--- src/rtl/axis_ready_sink.sv ---
// AXI4-Stream sink: programmable TREADY policy plus beat/checksum/stall statistics.
// Optional sequence checker is built when AXIS_READY_SINK_SEQ_CHECK_EN is defined.
module axis_ready_sink #(
  parameter int DATA_W = 8,
  parameter int TIME_W = 8,
  parameter int CNT_W  = 32
) (
  input  logic              aclk,
  input  logic              aresetn,
  input  logic [DATA_W-1:0] s_axis_tdata,
  input  logic              s_axis_tvalid,
  output logic              s_axis_tready,
  input  logic              cfg_en,
  input  logic [1:0]        cfg_policy,
  input  logic [TIME_W-1:0] cfg_low_time,
  input  logic [TIME_W-1:0] cfg_high_time,
  input  logic [TIME_W-1:0] cfg_events,
  output logic [CNT_W-1:0]  beat_cnt,
  output logic [DATA_W-1:0] checksum,
  output logic [DATA_W-1:0] last_data,
  output logic [CNT_W-1:0]  stall_cnt,
  output logic [CNT_W-1:0]  seq_err_cnt
);

  typedef enum logic [1:0] {S_WAIT, S_LOW, S_HIGH} state_t;

  localparam logic [1:0] P_SINGLE = 2'd1;
  localparam logic [1:0] P_EVENTS = 2'd2;
  localparam logic [1:0] P_AV_OSC = 2'd3;

  state_t            state;
  state_t            idle_state;
  logic [TIME_W-1:0] cnt;
  logic [TIME_W-1:0] high_load;
  logic [1:0]        pol;
  logic              hs;
  logic              low_skip;
  logic              low_done;
  logic              high_done;
  logic              high_tick;

  assign hs         = s_axis_tvalid & s_axis_tready;
  assign low_skip   = (cfg_low_time == '0);
  assign idle_state = (cfg_policy == P_AV_OSC) ? S_WAIT : S_LOW;

  // cnt==0 in S_LOW means the phase was entered by reset/disable and is loaded on its first edge
  always_comb begin
    case (cfg_policy)
      P_SINGLE: high_load = TIME_W'(1);
      P_EVENTS: high_load = (cfg_events == '0) ? TIME_W'(1) : cfg_events;
      default:  high_load = (cfg_high_time == '0) ? TIME_W'(1) : cfg_high_time;
    endcase
    low_done = (cnt == '0) ? (cfg_low_time <= TIME_W'(1)) : (cnt == TIME_W'(1));
    case (pol)
      P_SINGLE: begin
        high_done = hs;
        high_tick = 1'b0;
      end
      P_EVENTS: begin
        high_done = hs && (cnt <= TIME_W'(1));
        high_tick = hs;
      end
      default: begin
        high_done = (cnt <= TIME_W'(1));
        high_tick = 1'b1;
      end
    endcase
  end

  always_ff @(posedge aclk) begin
    if (!aresetn) begin
      state         <= idle_state;
      cnt           <= '0;
      pol           <= cfg_policy;
      s_axis_tready <= 1'b0;
    end else if (!cfg_en) begin
      state         <= idle_state;
      cnt           <= '0;
      s_axis_tready <= 1'b0;
    end else begin
      case (state)
        S_WAIT: begin
          if (s_axis_tvalid) begin
            if (low_skip) begin
              state         <= S_HIGH;
              cnt           <= high_load;
              pol           <= cfg_policy;
              s_axis_tready <= 1'b1;
            end else begin
              state <= S_LOW;
              cnt   <= cfg_low_time;
            end
          end
        end
        S_LOW: begin
          if (low_done) begin
            state         <= S_HIGH;
            cnt           <= high_load;
            pol           <= cfg_policy;
            s_axis_tready <= 1'b1;
          end else begin
            cnt <= ((cnt == '0) ? cfg_low_time : cnt) - TIME_W'(1);
          end
        end
        S_HIGH: begin
          if (high_done) begin
            if (cfg_policy == P_AV_OSC) begin
              state         <= S_WAIT;
              cnt           <= '0;
              s_axis_tready <= 1'b0;
            end else if (low_skip) begin
              cnt <= high_load;
              pol <= cfg_policy;
            end else begin
              state         <= S_LOW;
              cnt           <= cfg_low_time;
              s_axis_tready <= 1'b0;
            end
          end else if (high_tick) begin
            cnt <= cnt - TIME_W'(1);
          end
        end
        default: begin
          state         <= idle_state;
          cnt           <= '0;
          s_axis_tready <= 1'b0;
        end
      endcase
    end
  end

  always_ff @(posedge aclk) begin
    if (!aresetn) begin
      beat_cnt  <= '0;
      checksum  <= '0;
      last_data <= '0;
      stall_cnt <= '0;
    end else begin
      if (hs) begin
        beat_cnt  <= beat_cnt + CNT_W'(1);
        checksum  <= checksum + s_axis_tdata;
        last_data <= s_axis_tdata;
      end
      if (s_axis_tvalid && !s_axis_tready && (stall_cnt != '1))
        stall_cnt <= stall_cnt + CNT_W'(1);
    end
  end

`ifdef AXIS_READY_SINK_SEQ_CHECK_EN
  logic [DATA_W-1:0] exp_byte;

  // A mismatch resyncs to the received byte so one gap counts as a single error
  always_ff @(posedge aclk) begin
    if (!aresetn) begin
      exp_byte    <= '0;
      seq_err_cnt <= '0;
    end else if (hs) begin
      if ((s_axis_tdata != exp_byte) && (seq_err_cnt != '1))
        seq_err_cnt <= seq_err_cnt + CNT_W'(1);
      exp_byte <= s_axis_tdata + DATA_W'(1);
    end
  end
`else
  assign seq_err_cnt = '0;
`endif

endmodule
--- config.mk ---
export PLATFORM = sky130hd
export DESIGN_NAME = axis_ready_sink
export DESIGN_NICKNAME = d
export VERILOG_FILES = /design/src/rtl/axis_ready_sink.sv
export SDC_FILE = /design/constraint.sdc
export NUM_CORES = 1
export LEC_CHECK = 0
export CORE_ASPECT_RATIO = 1.5
export CORE_UTILIZATION = 51
export CTS_BUF_LIST = sky130_fd_sc_hd__clkbuf_8
export CTS_CLUSTER_DIAMETER = 30
export DETAILED_ROUTE_END_ITERATION = 10
export PLACE_DENSITY_LB_ADDON = 0.2
export SETUP_SLACK_MARGIN = 0.5
export SKIP_LAST_GASP = 1
export SYNTH_ARGS = -nofsm -noshare
export SYNTH_HDL_FRONTEND = slang
export SYNTH_SLANG_ARGS = --single-unit
--- constraint.sdc ---
create_clock -name aclk -period 3.55 [get_ports aclk]
set_input_delay 0.71 -clock aclk [delete_from_list [all_inputs] [get_ports aclk]]
set_output_delay 0.71 -clock aclk [all_outputs]
set_load 0.02 [all_outputs]
==> results of run 1 <==
critical path, cell delays in order (launching register included):
cell and delay, ns:
dfxtp_1 0.38, inv_1 0.16, ha_1 0.23, or3b_4 0.44, nor2_1 0.11, buf_4 0.15, a21oi_1 0.09, ha_1 0.28
a21oi_1 0.22, a311oi_1 0.08, o221ai_1 0.26, o2111ai_1 0.16, a22o_1 0.22
worst paths after layout:
| path | endpoint | startpoint | slack (ns) | cells after the start |
|---|---|---|---|---|
| hold / removal | last_data[7]$_SDFFE_PN0P_ | last_data[7]$_SDFFE_PN0P_ | 0.46 | 2 |
| hold reg to reg | last_data[7]$_SDFFE_PN0P_ | last_data[7]$_SDFFE_PN0P_ | 0.46 | 2 |
| setup / recovery | cnt[6]$_SDFFE_PN0P_ | cnt[1]$_SDFFE_PN0P_ | 0.66 | 12 |
| setup reg to reg | cnt[6]$_SDFFE_PN0P_ | cnt[1]$_SDFFE_PN0P_ | 0.66 | 12 |
registers in the layout, indices dropped and copies added (netlist names):
signal,cells
cnt,8
stall_cnt,32
s_axis_tready,1
pol,2
last_data,8
beat_cnt,32
state,2
checksum,8
area by class of cell:
type,count,area (um2)
clock inverter,6,40.0
sequential,93,1900
inverter,27,101
tap,144,180
clock buffer,10,138
multi-input combinational,545,3370
timing repair buffer,130,1270
fill,904,3640
routing by layer:
layer / GRT usage (%) / part of all wire (%)
met4: 11.0 / 2.7
met1: 28.7 / 39
met2: 48.2 / 53
met3: 4.15 / 4.9
met5: 0 / 0
report_power, final:
part           leakage (nW)  switching [W]  total [W]  internal [W]
logic                  1.73       0.000489   0.000849      0.000360
clock network        0.0915       0.000375   0.000647      0.000273
registers             0.759      0.0000524    0.00113       0.00108
cell families (layout without fill, tap and decap cells):
| logic type | after synthesis | in the layout | synth area share, % |
|---|---|---|---|
| other | 1 | 32 | 0.0665 |
| AND/OR/NAND/NOR | 285 | 285 | 25.4 |
| flip-flops | 93 | 93 | 33.7 |
| adder cells (fa/ha/maj) | 23 | 23 | 5.23 |
| buffers and inverters | 87 | 173 | 8.72 |
| XOR/XNOR | 65 | 65 | 10.1 |
| AO/OA/AOI/OAI | 138 | 138 | 16.3 |
| multiplexers | 2 | 2 | 0.443 |
cell usage in the layout (no fill, tap or decap), drive strengths merged, types with 21 or more instances in the layout:
cell / n
clkdlybuf4s50: 118
dfxtp: 89
nor2: 82
nand2: 72
a21oi: 51
xor2: 35
nand3: 33
conb: 32
xnor2: 30
inv: 30
o21ai: 25
ha: 22
nand4: 21
through the flow:
step	setup WS (ns)	power, W	hold slack (ns)	utilization, %	cell area (um2)
2_1_floorplan	1.01	0.00177	0.535	-	5760
3_3_place_gp	0.390	0.00198	0.443	64.0	6820
3_5_place_dp	0.363	0.00198	0.449	64.0	6820
4_1_cts	0.622	0.00262	0.463	65.7	7000
5_1_grt	0.522	0.00277	0.490	65.8	7010
6_report	0.662	0.00263	0.461	65.8	7010
timing repair:
action,in CTS,in global routing
resized for setup,0,3
endpoints found under the setup margin,0,2
endpoints found under the hold margin,0,0
==> results.py, run 1 <==
metrics = {
    "synth": {
        "synth_top_area_share_pct": 31.6,
        "synth_top_area_cell": "dfxtp_1",
        "yosys_register_bits": 93,
        "synthesis.area_mm2": 0.00564,
        "synth_most_common_cell": "dfxtp_1",
        "syn_area_per_cell_um2": 8.13,
        "synth_flop_cell": "dfxtp_1",
        "synth_cells": 694,
        "yosysWarnings": 0,
        "ys_types": 79,
        "synthTopCellsByCount": "dfxtp_1 (89), nor2_1 (82), nand2_1 (70)",
        "yosysSeqAreaShare_pct": 33.7,
        "async_flop_share_pct": 0,
        "synth.area.top_cells": "dfxtp_1 (32%), nor2_1 (5.5%), xor2_1 (5.4%)",
        "synth_edf_count": 4,
    },
    "critical_path": {
        "cp-end-kind": "register",
        "worstSetupPathType": "register to register",
        "critPathMaxFanout": 6,
        "crit_path_start_kind": "register",
        "arrival_ns": 3.14,
        "cp.required_ns": 3.80,
    },
    "timing": {
        "setup-tns-final_ns": 0,
        "slew_headroom_pct": 53.4,
        "drv_slew": 0,
        "skew_ns": 0.0135,
        "fmax_mhz": 346,
        "layout_min_cycle_time_ns": 2.89,
        "worst_slew_pin_slew_ns": 0.696,
        "grt_setup_unrepaired": "false",
        "setup_viol": 0,
        "timing.final.crit_share_pct": 81.4,
        "finalHoldViolations": 0,
    },
    "cts": {
        "cts.sinks": 93,
        "cts_max_path_buffers": 2,
        "postCtsSetupRepairBufs": 0,
        "clkTransAtPathRegs_ns": 0.08,
        "hold_buffers": 0,
        "clock_latency_ns": 0.36,
        "root_buffer": "clkbuf_8",
        "cts_tree": "built",
        "numCtsBuffers": 9,
        "h-tree-depth": 3,
    },
    "floorplanning": {
        "die_w_um": 87.9,
        "fp.coreArea_mm2": 0.0106,
        "io_pins": 151,
        "dieHeight_um": 131,
        "fp-row-count": 46,
        "start_util_pct": 53.0,
        "die-area_mm2": 0.0115,
    },
    "power_and_ir_drop": {
        "power_density_mw_per_mm2": 375,
        "peakVddDrop_mv": 0.235,
        "p_leak_nw": 2.58,
    },
    "cells_and_area": {
        "drive_above_1_share_pct": 6.29,
        "finalNonFillerCells": 955,
        "area_delta_synth_final_pct": 24.2,
        "antenna_cells": 0,
        "nets": 867,
    },
    "detailed_routing": {
        "ant_nets": 0,
        "wl_per_cell_um": 15.5,
        "drtIter0Drc": 291,
        "drt_wl_total_mm": 14.8,
        "vias": 5316,
        "drt_pass1_iterations": 6,
        "vias_per_cell": 5.57,
        "drc": 0,
    },
    "grt": {
        "antenna_found_initial": 0,
        "grt_pass1_wl_mm": 23.5,
        "grt_usage_pct": 25.9,
        "grt_pass1_vias": 4957,
        "gr-total-overflow": 0,
        "grt_max_degree": 31,
    },
    "placed_design": {
        "dpl.hpwl_mm": 11.4,
        "globalplace.congestion": 0.908,
        "portBuffers": 118,
        "post-place-cells": 939,
    },
    "outcome": {
        "outcome": "complete, no violations",
    },
    "run": {
        "max-cap-violations": 0,
    },
    "min_path": {
        "min_path_type": "register to register",
    },
}
Power figures use the tool's default switching activity.
==> run 2: changes to the inputs <==
==> constraint.sdc (replaced) <==
create_clock -name aclk -period 3 [get_ports aclk]
set_input_delay 0.6 -clock aclk [delete_from_list [all_inputs] [get_ports aclk]]
set_output_delay 0.6 -clock aclk [all_outputs]
set_load 0.02 [all_outputs]
==> results.py, run 2 (same netlist as run 1, synthesis figures left out) <==
metrics = {
    "critical_path": {
        "critPathTopFamily": "buffers and inverters",
        "path_buf_inv": 3,
        "arrival_ns": 2.73,
        "cp-end-kind": "register",
        "cp.required_ns": 3.25,
        "critPathMaxFanout": 5,
        "crit_path_start_kind": "input port",
        "cpMaxStageDelayCell": "clkdlybuf4s50_1",
        "path_cells": "clkdlybuf4s50_1 -> nor4_1 -> buf_4 -> nand2_1 -> o211a_1 -> buf_4 -> a22oi_1 -> o221ai_1 -> a22o_1",
        "crit_top_cell": "buf_4",
        "max_stage_delay_ns": 0.52,
        "worstSetupPathType": "input port to register",
    },
    "power_and_ir_drop": {
        "p_switching_w": 0.00110,
        "p_leak_nw": 2.72,
        "intPower_w": 0.00228,
        "peakVddDrop_mv": 0.259,
        "swShare_pct": 32.5,
        "power.share.clock_pct": 28.4,
        "pwr-share-comb_pct": 32.4,
        "power_density_mw_per_mm2": 464,
        "pwr-share-seq_pct": 39.2,
    },
    "detailed_routing": {
        "wl_per_cell_um": 15.2,
        "vias_per_cell": 5.58,
        "drtIter0Drc": 241,
        "drt_wl_total_mm": 14.8,
        "drc": 0,
        "vias": 5437,
        "drt_pass1_iterations": 5,
        "ant_nets": 0,
    },
    "floorplanning": {
        "fp-row-count": 46,
        "start_util_pct": 53.0,
        "die_w_um": 87.9,
        "die-area_mm2": 0.0115,
        "io_pins": 151,
        "fp.coreArea_mm2": 0.0106,
        "dieHeight_um": 131,
    },
    "timing": {
        "setup-tns-final_ns": 0,
        "grt_setup_unrepaired": "true",
        "finalHoldViolations": 0,
        "setup_viol": 0,
        "worst_slew_pin_slew_ns": 0.708,
        "timing.final.crit_share_pct": 82.4,
        "drv_slew": 0,
        "slew_headroom_pct": 52.6,
        "fmax_mhz": 405,
        "layout_min_cycle_time_ns": 2.47,
        "skew_ns": 0.00893,
        "timing.hold.ws_ns": 0.460,
    },
    "grt": {
        "grt_max_degree": 64,
        "grt_util_met3_pct": 3.14,
        "grt_pass1_vias": 5166,
        "grtUsageMet2_pct": 49.5,
        "grt_usage_pct": 26.4,
        "gr-total-overflow": 0,
        "grt_pass1_wl_mm": 23.9,
        "grt_use_met1_pct": 29.1,
        "busiest_layer": "met2",
        "antenna_found_initial": 0,
    },
    "cts": {
        "root_buffer": "clkbuf_8",
        "clock_latency_ns": 0.36,
        "numCtsBuffers": 9,
        "clkTransAtPathRegs_ns": 0.10,
        "cts_tree": "built",
        "cts_max_path_buffers": 2,
        "h-tree-depth": 3,
        "hold_buffers": 0,
        "cts.sinks": 93,
    },
    "cells_and_area": {
        "drive_above_1_share_pct": 10.4,
        "area_delta_synth_final_pct": 29.0,
        "antenna_cells": 0,
        "final_common_cell": "clkdlybuf4s50_1",
        "nets": 886,
        "final_cell_mix": "clkdlybuf4s50_1 (118), dfxtp_1 (87), nor2_1 (81), nand2_1 (70), a21oi_1 (50)",
        "largestRegisters": "beat_cnt: 32 flops, stall_cnt: 32 flops",
    },
    "placed_design": {
        "dpl.hpwl_mm": 11.3,
        "portBuffers": 118,
        "globalplace.congestion": 0.898,
    },
    "run": {
        "max-cap-violations": 0,
    },
    "min_path": {
        "min_path_type": "register to register",
    },
    "outcome": {
        "outcome": "complete, no violations",
    },
}
## run 2: metal layers
layer | share of wire [%] | wire, um
met1 | 39 | 5780
met2 | 53 | 7880
met3 | 4.6 | 685
met4 | 3.1 | 462
met5 | 0 | 0
## run 2: repair_timing
action | CTS | global route
pin swaps | 1 | 6
resized for setup | 7 | 20
gates cloned | 0 | 0
setup buffers | 0 | 3
endpoints found under the setup margin | 7 | 11
## run 2: area by class of cell
cell class	instances	area (um2)
Timing Repair Buffer	149	1430
Clock buffer	10	138
Multi-Input combinational cell	545	3430
Tap cell	144	180
Clock inverter	6	93.8
Fill cell	874	3370
Inverter	27	106
Sequential cell	93	1910
## run 2: final timing paths
path                                           startpoint                   endpoint  slack, ns  cells after the start
worst max-delay path                      cfg_low_time[5]        cnt[4]$_SDFFE_PN0P_       0.53                      9
worst min-delay path            last_data[0]$_SDFFE_PN0P_  last_data[0]$_SDFFE_PN0P_       0.46                      2
worst max register to register        cnt[1]$_SDFFE_PN0P_        cnt[4]$_SDFFE_PN0P_       0.53                     12
worst min register to register  last_data[0]$_SDFFE_PN0P_  last_data[0]$_SDFFE_PN0P_       0.46                      2
## run 2: power by group through the flow
stage                     combinational [W]  clock [W]  sequential, W
after floorplan                    0.000748          0        0.00135
after global placement              0.00102          0        0.00135
after detailed placement            0.00103          0        0.00135
after CTS                           0.00105   0.000988        0.00132
after global routing                0.00119    0.00103        0.00133
final                               0.00109   0.000958        0.00133
## run 2: through the flow
step / cell area, um2 / utilization, % / worst slack [ns] / cells / total power (W)
floorplan: 5760 / - / 0.527 / 725 / 0.00210
global placement: 6950 / 65.3 / 0.156 / 955 / 0.00238
detailed placement: 6950 / 65.3 / 0.0874 / 955 / 0.00238
CTS: 7200 / 67.6 / 0.405 / 971 / 0.00336
global route: 7280 / 68.4 / 0.459 / 974 / 0.00355
finish: 7280 / 68.4 / 0.529 / 974 / 0.00338
## run 2: worst reg2reg max path, stage by stage (launching register included)
cell and delay [ns]:
dfxtp_4 0.38, inv_4 0.08, ha_4 0.14, or3b_4 0.40, nor2_4 0.15, nor2_1 0.06
a21oi_1 0.13, ha_2 0.24, o311a_1 0.18, xnor2_1 0.07, a22oi_1 0.19, o221ai_1 0.15
a22o_1 0.22
